### src/rtl/stack_arbiter.sv
// Two-requester round-robin front end for a 16x16 LIFO: drains the stack after reset,
// guards occupancy, acks every operation two cycles after grant. Define STACK_ARB_PEEK_EN to enable op 10 (peek).
module stack_arbiter #(
    parameter int WIDTH   = 16,
    parameter int DEPTH   = 16,
    parameter int LEVEL_W = 5
) (
    input  logic               clock,
    input  logic               reset_n,
    input  logic               req0,
    input  logic [1:0]         op0,
    input  logic [WIDTH-1:0]   wdata0,
    input  logic               req1,
    input  logic [1:0]         op1,
    input  logic [WIDTH-1:0]   wdata1,
    output logic               ack0,
    output logic [WIDTH-1:0]   rdata0,
    output logic               err0,
    output logic               ack1,
    output logic [WIDTH-1:0]   rdata1,
    output logic               err1,
    output logic               stack_push,
    output logic               stack_pop,
    output logic [WIDTH-1:0]   stack_data,
    input  logic [WIDTH-1:0]   stack_q,
    output logic [LEVEL_W-1:0] level,
    output logic               busy
);

    localparam logic [1:0] S_DRAIN = 2'd0;
    localparam logic [1:0] S_IDLE  = 2'd1;
    localparam logic [1:0] S_ISSUE = 2'd2;
    localparam logic [1:0] S_RESP  = 2'd3;

    localparam logic [1:0] OP_PUSH = 2'b00;
    localparam logic [1:0] OP_POP  = 2'b01;
    localparam logic [1:0] OP_PEEK = 2'b10;

`ifdef STACK_ARB_PEEK_EN
    localparam logic PEEK_EN = 1'b1;
`else
    localparam logic PEEK_EN = 1'b0;
`endif

    logic [1:0]         state;
    logic [LEVEL_W-1:0] drain_cnt;
    logic [LEVEL_W-1:0] level_q;
    logic               last_grant;
    logic               gnt_p0;
    logic [1:0]         op_p0;
    logic [WIDTH-1:0]   wdata_p0;
    logic [WIDTH-1:0]   result_p1;
    logic               err_p1;

    logic               any_req;
    logic               winner;
    logic               issue_ok;
    logic               issue_push;
    logic               issue_pop;
    logic               resp;

    function automatic logic op_accepted(input logic [1:0] op, input logic [LEVEL_W-1:0] lvl);
        case (op)
            OP_PUSH: return lvl < LEVEL_W'(DEPTH);
            OP_POP:  return lvl != '0;
            OP_PEEK: return PEEK_EN && (lvl != '0);
            default: return 1'b0;
        endcase
    endfunction

    assign any_req    = req0 | req1;
    assign winner     = (req0 && req1) ? ~last_grant : req1;
    assign issue_ok   = (state == S_ISSUE) && op_accepted(op_p0, level_q);
    assign issue_push = issue_ok && (op_p0 == OP_PUSH);
    assign issue_pop  = issue_ok && (op_p0 == OP_POP);
    assign resp       = (state == S_RESP);

    // Drain pops are masked while reset is held so the strobe reads 0 during reset.
    assign stack_push = issue_push;
    assign stack_pop  = ((state == S_DRAIN) && reset_n) || issue_pop;
    assign stack_data = wdata_p0;
    assign level      = level_q;
    assign busy       = (state != S_IDLE);

    assign ack0   = resp && !gnt_p0;
    assign ack1   = resp && gnt_p0;
    assign rdata0 = ack0 ? result_p1 : '0;
    assign rdata1 = ack1 ? result_p1 : '0;
    assign err0   = ack0 && err_p1;
    assign err1   = ack1 && err_p1;

    always_ff @(posedge clock or negedge reset_n) begin
        if (!reset_n) begin
            state      <= S_DRAIN;
            drain_cnt  <= '0;
            level_q    <= '0;
            last_grant <= 1'b1;
            gnt_p0     <= 1'b0;
            op_p0      <= OP_PUSH;
            wdata_p0   <= '0;
            result_p1  <= '0;
            err_p1     <= 1'b0;
        end else begin
            case (state)
                S_DRAIN: begin
                    if (drain_cnt == LEVEL_W'(DEPTH - 1)) begin
                        drain_cnt <= '0;
                        state     <= S_IDLE;
                    end else begin
                        drain_cnt <= drain_cnt + LEVEL_W'(1);
                    end
                end
                // grant stage: capture the winner's request
                S_IDLE: begin
                    if (any_req) begin
                        gnt_p0     <= winner;
                        last_grant <= winner;
                        op_p0      <= winner ? op1 : op0;
                        wdata_p0   <= winner ? wdata1 : wdata0;
                        state      <= S_ISSUE;
                    end
                end
                // issue stage: stack_q is stable here, the previous op finished >= 2 cycles ago
                S_ISSUE: begin
                    if (issue_ok) begin
                        err_p1    <= 1'b0;
                        result_p1 <= (op_p0 == OP_PUSH) ? '0 : stack_q;
                        if (op_p0 == OP_PUSH)
                            level_q <= level_q + LEVEL_W'(1);
                        else if (op_p0 == OP_POP)
                            level_q <= level_q - LEVEL_W'(1);
                    end else begin
                        err_p1    <= 1'b1;
                        result_p1 <= '0;
                    end
                    state <= S_RESP;
                end
                default: begin
                    state <= S_IDLE;
                end
            endcase
        end
    end

endmodule

### config.mk
export PLATFORM = sky130hd
export DESIGN_NAME = stack_arbiter
export DESIGN_NICKNAME = d
export VERILOG_FILES = /design/src/rtl/stack_arbiter.sv
export SDC_FILE = /design/constraint.sdc
export NUM_CORES = 1
export LEC_CHECK = 0
export CAP_MARGIN = 25
export CORE_MARGIN = 2
export CORE_UTILIZATION = 42
export DETAILED_ROUTE_END_ITERATION = 6
export GPL_ROUTABILITY_DRIVEN = 0
export PLACE_DENSITY = 0.87
export RECOVER_POWER = 100
export SLEW_MARGIN = 20
export SYNTH_ARGS = -nofsm -noshare
export SYNTH_HDL_FRONTEND = slang
export SYNTH_SLANG_ARGS = --single-unit
### constraint.sdc
create_clock -name clock -period 2.58 [get_ports clock]
set_clock_uncertainty 0.05 [all_clocks]
set_input_delay 0.516 -clock clock [delete_from_list [all_inputs] [get_ports clock]]
set_output_delay 0.516 -clock clock [all_outputs]
set_load 0.02 [all_outputs]
==> Word level (Yosys, flattened, before mapping) <==
Index checks and enable logic that the tools add are counted.
{ "totals": {"reg_bits": 49, "output_inout_bits": 60} }
{ "op_classes": {"n_addsub": 3, "n_lt_le_gt_ge": 1, "eq_ne": 8, "mux": 15, "n_bitwise": 2, "n_reduce_logical": 18} }
{ "op_table": {"columns": ["operator", "count"], "rows": [
  ["two-way mux 16 bit", 5],
  ["two-way mux 5 bit", 3],
  ["adder 5 x 1 -> 5 bit (second input constant)", 2],
  ["logical AND 1 bit", 9],
  ["two-way mux 2 bit", 3],
  ["one-hot mux 2 bit (3 select lines)", 1],
  ["equality test 5 x 4 -> 1 bit (second input constant)", 1],
  ["less-than comparator 5 bit (second input constant)", 1],
  ["nonzero test 5 bit", 1],
  ["subtractor 5 x 1 -> 5 bit (second input constant)", 1],
  ["equality test 2 x 1 -> 1 bit (second input constant)", 2],
  ["equality test 2 bit (second input constant)", 2],
  ["zero test 2 bit", 2],
  ["!= test 2 x 1 -> 1 bit (second input constant)", 2],
  ["AND reduction 2 bit", 2],
  ["AND reduction 3 bit", 1],
  ["two-way mux 1 bit", 2],
  ["!= test 2 bit (second input constant)", 1],
  ["one-hot mux 1 bit (2 select lines)", 1],
  ["nonzero test 2 bit", 1],
  ["zero test 1 bit", 1],
  ["logical OR 1 bit", 1],
  ["NOT 1 bit", 1],
  ["OR 1 bit", 1]
]} }

==> Logic depth before layout (Yosys ltp) <==
{ "logic_depth": {"word_depth": 5, "depth_mapped": 9, "depth_no_buf": 7} }

==> Worst setup path before layout <==
Ideal clock, no wire load.
{ "synth_timing": {"path_type": "register to output", "startpoint": "register op_p0[0]", "endpoint": "output stack_pop", "arrival_ns": 1.951, "t_required_ns": 2.014, "slack_ns": 0.063, "stages_incl_launch_ff": 10, "path_buffers": 2, "cell_sequence": "dfrtp_1 -> or2_2 -> inv_1 -> ha_1 -> nor2_1 -> a211oi_4 -> and2_1 -> buf_6 -> buf_12 -> a21o_1"} }
{ "synth_between": {"elab_chain_cells": 5, "elab_cells_between_ends": 6, "cone_classes": "1 x eq/ne; 1 x mux; 4 x reduce/logical"} }
{ "synth_lines": {"columns": ["element", "line", "rtl"], "rows": [
  ["start, declared", "50", "logic [1:0] op_p0;"],
  ["start signal, assigned", "118", "op_p0 <= winner ? op1 : op0;"],
  ["equality test 2 x 1 -> 1 bit or zero test 2 bit (tied branches)", "63, 75", null],
  ["one-hot mux 1 bit (2 select lines)", "63", "case (op)"],
  ["logical AND 1 bit", "73", "assign issue_ok = (state == S_ISSUE) && op_accepted(op_p0, level_q);"],
  ["logical AND 1 bit *", "75", "assign issue_pop = issue_ok && (op_p0 == OP_POP);"],
  ["logical OR 1 bit *", "80", "assign stack_pop = ((state == S_DRAIN) && reset_n) || issue_pop;"],
  ["end, declared", "23", "output logic stack_pop,"]
]} }
Every way passes the cells marked *; elsewhere a longest branch is shown, timed or not.

==> Worst setup path after layout <==
{ "layout_timing": {"startpoint": "register op_p0[1]", "endpoint": "output stack_push"} }
{ "layout_between": {"elab_chain_cells": 4, "elab_cells_between_ends": 5, "cone_classes": "1 x eq/ne; 1 x mux; 3 x reduce/logical"} }
{ "layout_lines": {"columns": ["element", "line", "rtl"], "rows": [
  ["equality test 2 x 1 -> 1 bit or zero test 2 bit (tied branches)", "63, 74", null],
  ["one-hot mux 1 bit (2 select lines)", "63", null],
  ["logical AND 1 bit", "73", null],
  ["logical AND 1 bit *", "74", "assign issue_push = issue_ok && (op_p0 == OP_PUSH);"],
  ["end, declared", "22", "output logic stack_push,"]
]} }
Marked as above.

==> results.md <==
- Run status: completed
- Synth Area in Adders: 0.0575
- Synth area leader: dfrtp_1
- Drt wl/cell: roughly 14 um
- H-tree Lvls: 2
- WP data required: approximately 2.0 ns
- Vias in the first global route: 2,143
- Cell with the most instances on the worst path: buf_4
- Clk buf depth: 2
- Worst r2r src: op_p0[1]
- Full die area: between 0.006 and 0.007 mm2
- WP buf/inv: 3
- Max-slew violations: 0
- Worst path depth: 8
- Clock latency on the worst-skew pair: 0.31 ns
- Post-CTS Hold Fix Bufs: 0
- Top post-synthesis cells by area: dfrtp_1 48%, mux2i_1 8.7%, ha_1 5.0%, and2_1 4.7%, and3_1 4.2%
- Post-Syn Instances: 230
- Synth Area in Simple Gates: 0.153
- DR DRC count: 0
- Via/cell ratio: 5.09
- Post-CTS Setup Inserts: 0
- Rel. slew slack: 0.218
- Die span in x: between 80 and 90 um
- Fin crit share: 0.969
- Num CTS Buffers: 5
- Ant diodes: 0
- Filler cells: 496
- Power Density: around 1100 mW/mm2
- Row Count: 28
- Vias: 2,190
- Area fraction of the dominant cell type after synthesis: 0.476
- Nets: around 420
- Max incr delay on CP: 0.38 ns
- Layout cells sized above 1: 0.121
- CP Cell Sequence: or2_2 -> inv_1 -> ha_1 -> nor2_1 -> a211oi_4 -> buf_4 -> nor2b_2 -> buf_4
- TritonRoute pass-1 iters: 4
- MaxCap Viol Count: 0
- Drt first-iter violations: 72
- Critical path endpoint: stack_push
- Commonest cells after routing, fill and taps aside: 90 x clkdlybuf4s50_1, 48 x dfrtp_1, 22 x mux2i_1
- Leakage power: approximately 1.9 nW
- Post-synthesis cell area: approximately 0.0025 mm2
- Post-DP HPWL: between 4 and 5 mm
- Asr flop ratio synth: 1.00
- Synth Warn #: 0
- CTS Sinks: 49
- Final WL: just over 6 mm
- Seq/Total Area, Yosys: 0.486
- CTS tree: done
- Avg Inst Size Synth: ~11 um2
- Global route total overflow: 0
- Tot GR Track Use: 0.189
- Critical Path Start: op_p0[1]
- CP startpoint kind: flip-flop
- Finished Layout Cells: 430
- Endpoint class of the critical path: output pin
- Worst Setup Path Type: reg2out
- Worst Reg-to-Reg Cells: 7
- Core area: approximately 0.006 mm2
- Initial antenna violation count: 0
- Final ANT Viol Nets: 0
- Mux share of post-synthesis cell area: 0.101
- Actual slew at the worst max-slew pin: about 1.2 ns
- Clock slew seen by the registers of the worst setup and hold paths: 0.09 ns
- Crit path max-delay cell type: dfrtp_1
- Post-synth EDFFs: 0
- First-pass GRT wire length: 9.63 mm
- Worst vdd ir: ~0.5 mV
- FF-to-FF setup slack: roughly 0.52 ns
- Area after DPL: between 0.003 and 0.004 mm2
- Crit Path Max Fanout: 2
- Final instance area: 0.00385 mm2
- Starting Density: 0.432
- Synth Register Bits: between 40 and 50
- Largest net degree at the start of global routing: 50
- Post-Synth XOR/XNOR Area: 0.0173
- Inst Count DP: approximately 420
- Hold crit path type: reg2reg
- Area delta synth->final: 52.7%
- Synth Flop Type: dfrtp_1
- Yosys cell types: 37
- Crit path DAT: 1.93 ns
- Final Hold Fails: 0
- CP top delay family: simple AND/OR/NAND/NOR gates
- Synthesized Nets: approximately 300
- I/O Buffers: between 100 and 150
- Largest family of logic cells by synthesized area: simple AND/OR/NAND/NOR gates
- Fin crit period: 2.50 ns
- Setup TNS: 0 ns
- Compound-gate portion of the synthesized area: 0.145
- Clock Tree Root: clkbuf_8
- IO Pins: about 120
- Reg2reg end: level[4]
- Die height: approximately 80 um
- Max Clk Rate: ~400 MHz
- Setup violators final: 0
- Most common cell after layout, fill and taps aside: clkdlybuf4s50_1
[cells by family after synthesis]
kind of cell | Yosys count
buffers and inverters | 20
AND/OR/NAND/NOR | 69
XOR/XNOR | 5
multiplexers | 25
AO/OA/AOI/OAI | 51
adder cells (fa/ha/maj) | 11
flip-flops | 49
[per-stage QoR]
stage | util | setup WS [ns] | power, mW | hold slack [ns]
after global routing | 0.659 | -0.00151 | 4.49 | 0.462
after CTS | 0.665 | 0.0233 | 4.26 | 0.291
after floorplan | - | 0.0628 | 2.75 | 0.170
after global placement | 0.652 | -0.000947 | 3.67 | 0.410
final | 0.659 | 0.0812 | 4.18 | 0.437
after detailed placement | 0.652 | -0.0521 | 3.79 | 0.420
[state kept, by name, summed over array words and instances (netlist names)]
| register | count |
|---|---|
| stack_data | 16 |
| level | 5 |
| state | 2 |
| drain_cnt | 5 |
| err_p1 | 1 |
| op_p0 | 2 |
| last_grant | 1 |
| result_p1 | 16 |
| gnt_p0 | 1 |
[cell usage after synthesis, drive strengths merged, types with 4 or more instances]
cell type	number
a22o	17
and3	17
o21ai	20
nor2	5
ha	10
buf	4
dfrtp	48
clkbuf	8
nand2	19
inv	8
and2	19
mux2i	22
a21oi	5
[worst min path at each step]
| stage | slack (ns) | start | end | depth (start not counted) |
|---|---|---|---|---|
| CTS | 0.29 | reset_n | gnt_p0 | 2 |
| floorplan | 0.17 | reset_n | drain_cnt[0] | 0 |
| global route | 0.46 | stack_data[10] | stack_data[10] | 2 |
| finish | 0.44 | stack_data[7] | stack_data[7] | 2 |
| global placement | 0.41 | stack_data[13] | stack_data[13] | 2 |
| detailed placement | 0.42 | stack_data[5] | stack_data[5] | 2 |
[what timing repair did]
action | 4_1_cts | 5_1_grt
gates resized for setup | 27 | 7
endpoints found under the hold margin | 0 | 0
setup endpoints to repair | 19 | 6
[per-layer routing]
metal  vias to the layer above  part of all wire  GRT usage
met5                         -                 0          0
met4                         0             0.016     0.0627
met3                        11             0.089     0.0462
met2                        89              0.52      0.348
met1                      1038              0.38      0.213
li1                       1052                 -          -
[worst reg2reg max path: cells and delay by family, from the launching register on]
kind,cells,cell delay [ns]
mux,1,0.09
fa+ha+maj,1,0.42
xor+xnor,1,0.17
buf+inv,1,0.17
flops,1,0.38
compound gates,2,0.36
simple gates,1,0.31
[where the power goes]
| group | switching [mW] | internal [mW] | total (mW) | leakage [nW] |
|---|---|---|---|---|
| clock network | 0.255 | 0.217 | 0.472 | 0.0512 |
| registers | 0.275 | 1.13 | 1.41 | 0.620 |
| logic | 1.18 | 1.12 | 2.30 | 1.18 |
[area by class of cell]
type / instances / area [um2] / share of cell area
well taps: 75 / 93.8 / 0.0243
repair buffers: 129 / 1200 / 0.312
clock buffers: 6 / 82.6 / 0.0214
flip-flops and latches: 49 / 1230 / 0.318
multi-input cells: 161 / 1200 / 0.313
clock inverters: 2 / 13.8 / 0.00357
inverters: 8 / 30.0 / 0.00779
No activity file was read; power rests on OpenSTA's default activity.
